<file path="src/rtl/lms_pkg.sv">
//------------------------------------------------------------------------------
// Package  : lms_pkg
// Purpose  : Shared definitions for the LMS error-generation stage:
//            FSM state encoding, accumulator width derivation and a
//            signed saturation helper.
// Revision : 1.0 - initial release
//------------------------------------------------------------------------------
`default_nettype none

package lms_pkg;

  // Sequencer states, 3-bit encoding.
  typedef enum logic [2:0] {
    ST_IDLE  = 3'd0,
    ST_ISSUE = 3'd1,
    ST_WAIT  = 3'd2,
    ST_CALC  = 3'd3,
    ST_OUT   = 3'd4
  } lms_state_e;

  // Accumulator width: one product width plus growth for summing TAPS terms.
  function automatic int acc_width(input int x_w, input int w_w, input int taps);
    return x_w + w_w + $clog2(taps);
  endfunction

  // Clamp a signed value to the two's-complement range of 'width' bits.
  // Intended for constant 'width' so only the comparators remain in hardware.
  function automatic logic signed [63:0] sat_signed(input logic signed [63:0] value,
                                                    input int                 width);
    logic signed [63:0] hi;
    logic signed [63:0] lo;
    hi = (64'sd1 <<< (width - 1)) - 64'sd1;
    lo = -(64'sd1 <<< (width - 1));
    if (value > hi) begin
      return hi;
    end else if (value < lo) begin
      return lo;
    end
    return value;
  endfunction

endpackage

`default_nettype wire

</file>
<file path="src/rtl/lms_tap_delay.sv">
//------------------------------------------------------------------------------
// Module   : lms_tap_delay
// Purpose  : x[n] delay line for the LMS filter. TAPS x X_W shift register
//            with shift enable and a random-access read port by tap index.
// Ports    : clk, rst_n (async, active low)
//            shift_i  - push x_i into position 0, older samples move up
//            x_i      - new sample
//            idx_i    - tap index to read
//            x_o      - x[n-idx_i]
// Revision : 1.0 - initial release
//------------------------------------------------------------------------------
`default_nettype none

module lms_tap_delay #(
  parameter int TAPS = 8,
  parameter int X_W  = 16
) (
  input  logic                      clk,
  input  logic                      rst_n,
  input  logic                      shift_i,
  input  logic signed [X_W-1:0]     x_i,
  input  logic [$clog2(TAPS)-1:0]   idx_i,
  output logic signed [X_W-1:0]     x_o
);

  logic signed [X_W-1:0] dl_q [TAPS];

  always_ff @(posedge clk or negedge rst_n) begin
    if (!rst_n) begin
      for (int k = 0; k < TAPS; k++) begin
        dl_q[k] <= '0;
      end
    end else if (shift_i) begin
      dl_q[0] <= x_i;
      for (int k = 1; k < TAPS; k++) begin
        dl_q[k] <= dl_q[k-1];
      end
    end
  end

  assign x_o = dl_q[idx_i];

endmodule

`default_nettype wire

</file>
<file path="src/rtl/lms_err_gen.sv">
//------------------------------------------------------------------------------
// Module   : lms_err_gen
// Purpose  : LMS error-generation stage. Holds the x[n] delay line, serves the
//            tap cells one at a time (tap_en/tap_idx/tap_x out, tap_y back),
//            accumulates their products, then forms
//              y   = acc >>> FRAC
//              err = (d - y) >>> MU_SHIFT
//            and strobes err/y_out with err_vld.
// Ports    : clk, rst_n (async, active low)
//            sample_vld/sample_rdy, x_in, d_in  - sample input handshake
//            tap_en, tap_idx, tap_x             - tap request
//            tap_y, tap_y_vld                   - tap product return
//            err, y_out, err_vld                - results
// Config   : LMS_ERR_SAT_EN - when defined, y_out and err saturate to their
//            signed ranges; otherwise they wrap (low-order bits kept).
// Revision : 1.0 - initial release
//------------------------------------------------------------------------------
`default_nettype none

module lms_err_gen
  import lms_pkg::*;
#(
  parameter int TAPS     = 8,
  parameter int X_W      = 16,
  parameter int W_W      = 16,
  parameter int E_W      = 16,
  parameter int FRAC     = 15,
  parameter int MU_SHIFT = 4
) (
  input  logic                        clk,
  input  logic                        rst_n,
  input  logic                        sample_vld,
  output logic                        sample_rdy,
  input  logic signed [X_W-1:0]       x_in,
  input  logic signed [X_W-1:0]       d_in,
  output logic                        tap_en,
  output logic [$clog2(TAPS)-1:0]     tap_idx,
  output logic signed [X_W-1:0]       tap_x,
  input  logic signed [X_W+W_W-1:0]   tap_y,
  input  logic                        tap_y_vld,
  output logic signed [E_W-1:0]       err,
  output logic                        err_vld,
  output logic signed [X_W-1:0]       y_out
);

  localparam int IDX_W = $clog2(TAPS);
  localparam int TY_W  = X_W + W_W;
  localparam int ACC_W = acc_width(X_W, W_W, TAPS);
  localparam int YF_W  = ACC_W - FRAC;
  // d - y is kept at full precision so an overflowing y still produces the
  // correctly signed (and, with saturation, correctly clamped) error.
  localparam int EF_W  = ((YF_W > X_W) ? YF_W : X_W) + 1;

  lms_state_e               state_q;
  logic [IDX_W-1:0]         idx_q;
  logic signed [ACC_W-1:0]  acc_q;
  logic signed [X_W-1:0]    d_q;
  logic signed [YF_W-1:0]   yf_q;
  logic signed [EF_W-1:0]   es_q;
  logic                     tap_en_q;
  logic                     rdy_q;
  logic                     err_vld_q;
  logic signed [E_W-1:0]    err_q;
  logic signed [X_W-1:0]    y_q;

  logic                     accept_d;
  logic signed [YF_W-1:0]   yf_d;
  logic signed [EF_W-1:0]   e_d;
  logic signed [EF_W-1:0]   es_d;
  logic signed [X_W-1:0]    y_res_d;
  logic signed [E_W-1:0]    err_res_d;

  assign accept_d = (state_q == ST_IDLE) && sample_vld && rdy_q;

  lms_tap_delay #(
    .TAPS (TAPS),
    .X_W  (X_W)
  ) u_delay (
    .clk     (clk),
    .rst_n   (rst_n),
    .shift_i (accept_d),
    .x_i     (x_in),
    .idx_i   (idx_q),
    .x_o     (tap_x)
  );

  // Arithmetic shift by FRAC is a plain slice of the accumulator's upper bits.
  assign yf_d = acc_q[ACC_W-1:FRAC];
  assign e_d  = EF_W'(d_q) - EF_W'(yf_d);
  assign es_d = e_d >>> MU_SHIFT;

`ifdef LMS_ERR_SAT_EN
  assign y_res_d   = X_W'(sat_signed(64'(yf_q), X_W));
  assign err_res_d = E_W'(sat_signed(64'(es_q), E_W));
`else
  assign y_res_d   = X_W'(yf_q);
  assign err_res_d = E_W'(es_q);
`endif

  always_ff @(posedge clk or negedge rst_n) begin
    if (!rst_n) begin
      state_q   <= ST_IDLE;
      idx_q     <= '0;
      acc_q     <= '0;
      d_q       <= '0;
      yf_q      <= '0;
      es_q      <= '0;
      tap_en_q  <= 1'b0;
      rdy_q     <= 1'b0;
      err_vld_q <= 1'b0;
      err_q     <= '0;
      y_q       <= '0;
    end else begin
      tap_en_q  <= 1'b0;
      err_vld_q <= 1'b0;
      case (state_q)
        ST_IDLE: begin
          rdy_q <= 1'b1;
          if (accept_d) begin
            rdy_q    <= 1'b0;
            d_q      <= d_in;
            acc_q    <= '0;
            idx_q    <= '0;
            tap_en_q <= 1'b1;   // pulse is visible during ISSUE
            state_q  <= ST_ISSUE;
          end
        end
        ST_ISSUE: begin
          state_q <= ST_WAIT;
        end
        ST_WAIT: begin
          if (tap_y_vld) begin
            acc_q <= acc_q + {{(ACC_W-TY_W){tap_y[TY_W-1]}}, tap_y};
            if (idx_q == IDX_W'(TAPS - 1)) begin
              state_q <= ST_CALC;
            end else begin
              idx_q    <= idx_q + 1'b1;
              tap_en_q <= 1'b1;
              state_q  <= ST_ISSUE;
            end
          end
        end
        ST_CALC: begin
          yf_q    <= yf_d;
          es_q    <= es_d;
          state_q <= ST_OUT;
        end
        ST_OUT: begin
          y_q       <= y_res_d;
          err_q     <= err_res_d;
          err_vld_q <= 1'b1;
          rdy_q     <= 1'b1;
          state_q   <= ST_IDLE;
        end
        default: begin
          rdy_q   <= 1'b0;
          state_q <= ST_IDLE;
        end
      endcase
    end
  end

  assign sample_rdy = rdy_q;
  assign tap_en     = tap_en_q;
  assign tap_idx    = idx_q;
  assign err        = err_q;
  assign err_vld    = err_vld_q;
  assign y_out      = y_q;

endmodule

`default_nettype wire

</file>
<file path="config.mk">
export PLATFORM = sky130hd
export DESIGN_NAME = lms_err_gen
export DESIGN_NICKNAME = d
export VERILOG_FILES = /design/src/rtl/lms_pkg.sv /design/src/rtl/lms_tap_delay.sv /design/src/rtl/lms_err_gen.sv
export SDC_FILE = /design/constraint.sdc
export NUM_CORES = 1
export LEC_CHECK = 0
export CELL_PAD_IN_SITES_DETAIL_PLACEMENT = 0
export CELL_PAD_IN_SITES_GLOBAL_PLACEMENT = 1
export CORE_UTILIZATION = 30
export CTS_CLUSTER_DIAMETER = 150
export CTS_CLUSTER_SIZE = 12
export DETAILED_ROUTE_END_ITERATION = 12
export PLACE_DENSITY_LB_ADDON = 0.1
export SKIP_LAST_GASP = 1
export SLEW_MARGIN = 20
export SYNTH_ARGS = -nofsm -noshare
export SYNTH_HDL_FRONTEND = slang
export SYNTH_HIERARCHICAL = 1
export SYNTH_SLANG_ARGS = --single-unit
export TNS_END_PERCENT = 1
</file>
<file path="constraint.sdc">
create_clock -name clk -period 2.75 [get_ports clk]
set_input_delay 0.275 -clock clk [delete_from_list [all_inputs] [get_ports clk]]
set_output_delay 0.275 -clock clk [all_outputs]
set_load 0.05 [all_outputs]
</file>
==> metrics, run 1 <==
vias per inst=4.782; most common cell after layout, fill and taps aside=dfrtp_1; clk buf depth=3; Final min period=roughly 2.7 ns; outcome=complete, no violations; hold slack=0.2729 ns; via count=8,928; Mapped Nets=1,207; gpl congestion=around 0.75; CP Class=reg -> reg; final clock skew=~0.027 ns; Worst-Margin Slew=slightly above 0.6 ns; largest net degree at the start of global routing=roughly 90; async set-reset flop share out of synthesis=100.0%; CP endpoint kind=flop; Core Box Area=~42,000 um^2; Post-Syn Instances=around 1,100; startpoint class of the critical path=flop; starting density of the core=30.66%; Top FF cell, synth=dfrtp_1; Worst-path clk slew=0.08 ns; initial antenna violation count=0; CP Data Required Time=around 3.2 ns; Hold Path Class=in -> reg; Critical Path AT=3.07 ns; remaining antenna violation count=0; setup TNS=0 ns; all-layer global routing usage=around 15%; area delta synth->final=25.05%; worst skew pair latency=between 0.5 and 0.6 ns; Root Buffer=clkbuf_16; Die Y=~210 um; CTS Buf Count=24; DRT iter0 DRCs=500; max-slew violation count=0; DR DRC count=0; DP Cell Count=around 1,800; Avg WL per Cell=between 15 and 20 um; # IOs=about 120; Post-DP HPWL=roughly 23,000 um; Leakage=just over 7 nW; vias in the first global route=about 9,000; Yosys cell types=around 70; global-route wire length before repair=~52,000 um; n_diodes=0; Hold Vio Cnt, Final=0; H-tree depth=1; Final setup violation count=0; Finished Core Util=38.34%; die width=around 210 um; max_cap viols=0; Die ar.=44,090 um^2; crit share post-route=96.78%; WL final=approximately 32,000 um; RSZ-0062 raised after global routing=true; Cell Rows=between 70 and 80; slew margin rel.=slightly below 60%; Max IR drop VDD=about 0.69 mV; Mapped Area=12,980 um^2; post-route insts no fill=around 1,900; TritonCTS clock tree=yes; PwrDens=1244 nW/um^2; GRT Residual Overflow=0; Syn Area/Cell=around 12 um^2; Layout Nets=1,413; fmax=between 300 and 400 MHz; 1st-pass router iterations=4; critical path peak fanout=3; clock sinks=between 200 and 300; Ys Warns=6; number of enable flip-flop cells after synthesis=0; layout cell share with drive strength beyond 1=~28%; register bit total from synthesis=roughly 250; most frequent cells in the layout=251 x dfrtp_1, 176 x mux2_2, 130 x nand2_1, 123 x buf_4, 103 x clkdlybuf4s50_1; Seq/Total Area, Yosys=between 40% and 50%; PortBufs=between 100 and 150; total power=slightly above 0.02 W
==> critical path, stage by stage (launching register included) <==
cell and delay, ns:
dfrtp_1 0.40, ha_1 0.32, o211ai_1 0.09, o21a_2 0.24
a211o_1 0.31, buf_4 0.16, a2111oi_4 0.41, o31ai_4 0.14
nor2_4 0.15, mux2i_1 0.19, a32oi_1 0.11
==> Yosys cell counts, types with 17 or more instances <==
library cell,number,area share (%)
dfrtp_1,252,49
mux2_2,176,15
nand2_1,130,3.8
o21ai_0,59,2.3
ha_1,54,5.2
a21oi_1,46,1.8
nor2_1,34,0.98
clkbuf_1,29,0.84
mux4_1,28,5.7
inv_1,23,0.67
a21o_1,19,1.1
xnor2_1,17,1.1
xor2_1,17,1.1
==> sequential cells by signal (all words and copies together) (netlist names), 3 cells and up <==
| name | flops |
|---|---|
| u_delay/dl_q | 128 |
| acc_q | 35 |
| d_q | 16 |
| err | 16 |
| es_q | 16 |
| y_out | 16 |
| yf_q | 16 |
| state_q | 3 |
| tap_idx | 3 |
==> area by class of cell <==
cell class	instances	area [um^2]
Clock buffer	26	629.4
Sequential cell	252	6307
Timing Repair Buffer	233	2079
Multi-Input combinational cell	754	6390
Fill cell	4126	26100
Inverter	25	98.84
Tap cell	577	721.9
==> final timing paths <==
check	from	to	slack [ns]	cells after the start
worst min-delay path	d_in[3]	d_q[3]$_DFFE_PN0P_	0.27	3
worst max-delay path	acc_q[5]$_DFFE_PN0P_	acc_q[34]$_DFFE_PN0P_	0.09	10
max in group asynchronous	rst_n	u_delay/dl_q[125]$_DFFE_PN0P_	1.70	3
worst min register to register	es_q[1]$_DFFE_PN0P_	es_q[1]$_DFFE_PN0P_	0.48	2
worst max register to register	acc_q[5]$_DFFE_PN0P_	acc_q[34]$_DFFE_PN0P_	0.09	10
min in group asynchronous	rst_n	err[2]$_DFFE_PN0P_	0.28	2
==> per-layer routing <==
metal	wire (um)	track usage (%)	up-vias
met3	956	1.937	28
met1	16720	22.91	4417
li1	-	-	4364
met5	0	0	-
met2	14040	22.35	119
met4	467	3.071	0
==> kinds of logic after synthesis <==
kind of cell	share of synthesized area [%]
flip-flops	48.60
AND/OR/NAND/NOR	8.129
AO/OA/AOI/OAI	10.90
multiplexers	22.10
buffers and inverters	2.623
adder cells (fa/ha/maj)	5.361
XOR/XNOR	2.295
==> repair_timing <==
action	4_1_cts	5_1_grt
resized for setup	3	9
hold endpoints to repair	63	0
gates cloned	0	0
setup endpoints to repair	5	12
setup buffers	0	2
hold buffers	1	0
pin swaps	2	3
==> through the flow <==
stage	instance area, um^2	setup WS [ns]
after CTS	16170	-0.01783
after detailed placement	15510	-0.4744
final	16230	0.08866
after floorplan	12980	0.1257
after global routing	16230	-0.05467
after global placement	15510	-0.4406
==> where the power goes <==
group,leakage [nW],total (W),switching (W),internal (W)
registers,3.17,0.00644,0.00108,0.00536
clock network,0.309,0.00298,0.00138,0.00160
logic,3.70,0.0108,0.00569,0.00508
Power figures use the tool's default switching activity.
==> run 2: changes to the inputs <==
clock period = 3.2 ns   (was 2.75 ns; I/O delays follow)
==> metrics, run 2 (synthesis results as in run 1) <==
hold depth=3 (unchanged); max_cap viols=0 (unchanged); Largest regs=u_delay/dl_q (128), acc_q (35); RSZ-0062 raised after global routing=false; CP endpoint kind=output pin; DR DRC count=0 (unchanged); Die Y=210.0 um (unchanged); Root Buffer=clkbuf_16; worst skew pair latency=0.55 ns (about the same); Post-DP HPWL=22,060 um (-3.2%); layout cell share with drive strength beyond 1=21.99% (-5.5 points); area delta synth->final=20.55%; Leakage=6.818 nW (-4.9%); r2r setup slk=0.37 ns (+0.28 ns); post-route insts no fill=1,797 (-3.7%); slowest stage cell on the critical path=clkdlybuf4s50_1; fmax=between 300 and 400 MHz; Avg WL per Cell=17.72 um (+2.8%); DP Cell Count=1,768 (-3.8%); all-layer global routing usage=14.77% (-0.16 points); Buf/Inv on CP=1 (unchanged); remaining antenna violation count=0 (unchanged); WL final=31,850 um (-1.1%); Worst-Margin Slew=0.9437 ns (+0.3320 ns); Die ar.=44,090 um^2 (unchanged); final clock skew=0.03427 ns (+0.006899 ns); max reg flops=128 (unchanged); PortBufs=121 (unchanged); most frequent cells in the layout=251 x dfrtp_1, 176 x mux2_2, 130 x nand2_1, 109 x clkdlybuf4s50_1, 59 x o21ai_0; Worst-path clk slew=0.08 ns (about the same); starting density of the core=30.66% (unchanged); Hold Vio Cnt, Final=0 (unchanged); global-route wire length before repair=51,430 um (-1.4%); CP Data Required Time=2.88 ns (-0.28 ns); Final setup violation count=0 (unchanged); Layout Nets=1,342 (-5.0%); Critical Path AT=2.74 ns (-0.33 ns); Cell Rows=75 (unchanged); slowest cell delay on critical path=0.70 ns (+0.29 ns); Finished Core Util=36.96% (-1.4 points); R2R depth=10 (unchanged); dpl ws=-0.02160 ns (+0.4528 ns); worst-path cell chain=mux4_1, mux2_2, clkdlybuf4s50_1; 1st-pass router iterations=4 (unchanged); CTS Buf Count=24 (unchanged); most flop-heavy register=u_delay/dl_q; DRT iter0 DRCs=417 (-17%); worst r2r dst=acc_q[32]$_DFFE_PN0P_; final worst slack=0.1425 ns (+0.05384 ns); Worst Hold End=d_q[1]$_DFFE_PN0P_; Hold Path Class=in -> reg; PwrDens=1070 nW/um^2 (-14%); H-tree depth=1 (unchanged); startpoint class of the critical path=flop; die width=210.0 um (unchanged); slew margin rel.=37.09% (-22 points); initial antenna violation count=1 (+1); Core Box Area=42,320 um^2 (unchanged); hold slack=0.2982 ns (+0.02528 ns); hold_sp=d_in[1]; outcome=complete, no violations; max-slew violation count=0 (unchanged); clk buf depth=3 (unchanged); clock sinks=252 (unchanged); gpl congestion=0.7504 (+0.40%); Max IR drop VDD=0.5892 mV (-15%); via count=8,647 (-3.1%); GRT Residual Overflow=0 (unchanged); TritonCTS clock tree=yes; worst r2r src=acc_q[0]$_DFFE_PN0P_; vias per inst=4.812 (+0.63%); family with the most delay on the worst path=multiplexers; # IOs=122 (unchanged); Final min period=approximately 3.1 ns; most common cell after layout, fill and taps aside=dfrtp_1; vias in the first global route=8,924 (-2.3%); largest net degree at the start of global routing=86 (-3.4%); crit share post-route=95.55%; critical path peak fanout=13 (+10); CP Class=reg -> out
-- run 2: final cells by class --
cell class / count / area, um^2
tap: 577 / 721.9
fill: 4172 / 26680
clock buffer: 26 / 629.4
multi-input combinational: 754 / 6330
antenna: 1 / 2.502
inverter: 25 / 98.84
timing repair buffer: 162 / 1550
sequential: 252 / 6310
-- run 2: per-layer routing --
metal | routed length, um | track usage (%)
met1 | 16470 | 22.45
met2 | 13720 | 21.78
met3 | 1003 | 2.279
met4 | 649 | 3.700
met5 | 0 | 0
-- run 2: tightest hold or removal path, delay by kind of cell --
family,cells,cell delay [ns]
buffers and inverters,1,0.40
and+or+nand+nor,2,0.10
-- run 2: what timing repair did --
action                                  in CTS  in global routing
resized for setup                            2                  1
setup buffers                                1                  0
hold buffers                                 1                  0
endpoints found under the setup margin      12                  1
endpoints found under the hold margin       77                  0
pin swaps                                    0                  0
-- run 2: where the power goes --
part           switching [W]  internal [W]
sequential          0.000963       0.00461
combinational        0.00467       0.00392
clock                0.00121       0.00137
-- run 2: worst max path at each step --
stage | start | endpoint | slack, ns | cells past startpoint
finish | tap_idx[0]$_DFFE_PN0P_ | tap_x[7] | 0.14 | 3
global route | tap_idx[0]$_DFFE_PN0P_ | tap_x[12] | 0.03 | 5
CTS | tap_idx[0]$_DFFE_PN0P_ | tap_x[4] | -0.05 | 4
detailed placement | tap_y[0] | acc_q[32]$_DFFE_PN0P_ | -0.02 | 11
global placement | tap_y[0] | acc_q[32]$_DFFE_PN0P_ | -0.02 | 11
floorplan | acc_q[0]$_DFFE_PN0P_ | acc_q[32]$_DFFE_PN0P_ | 0.58 | 10
-- run 2: through the flow --
stage	setup TNS, ns	total power, W	area, um^2
global placement	-0.03630	0.01426	14980
CTS	-0.04999	0.01705	15640
floorplan	0	0.01179	12980
detailed placement	-0.02160	0.01434	14980
finish	0	0.01674	15640
global route	0	0.01803	15640
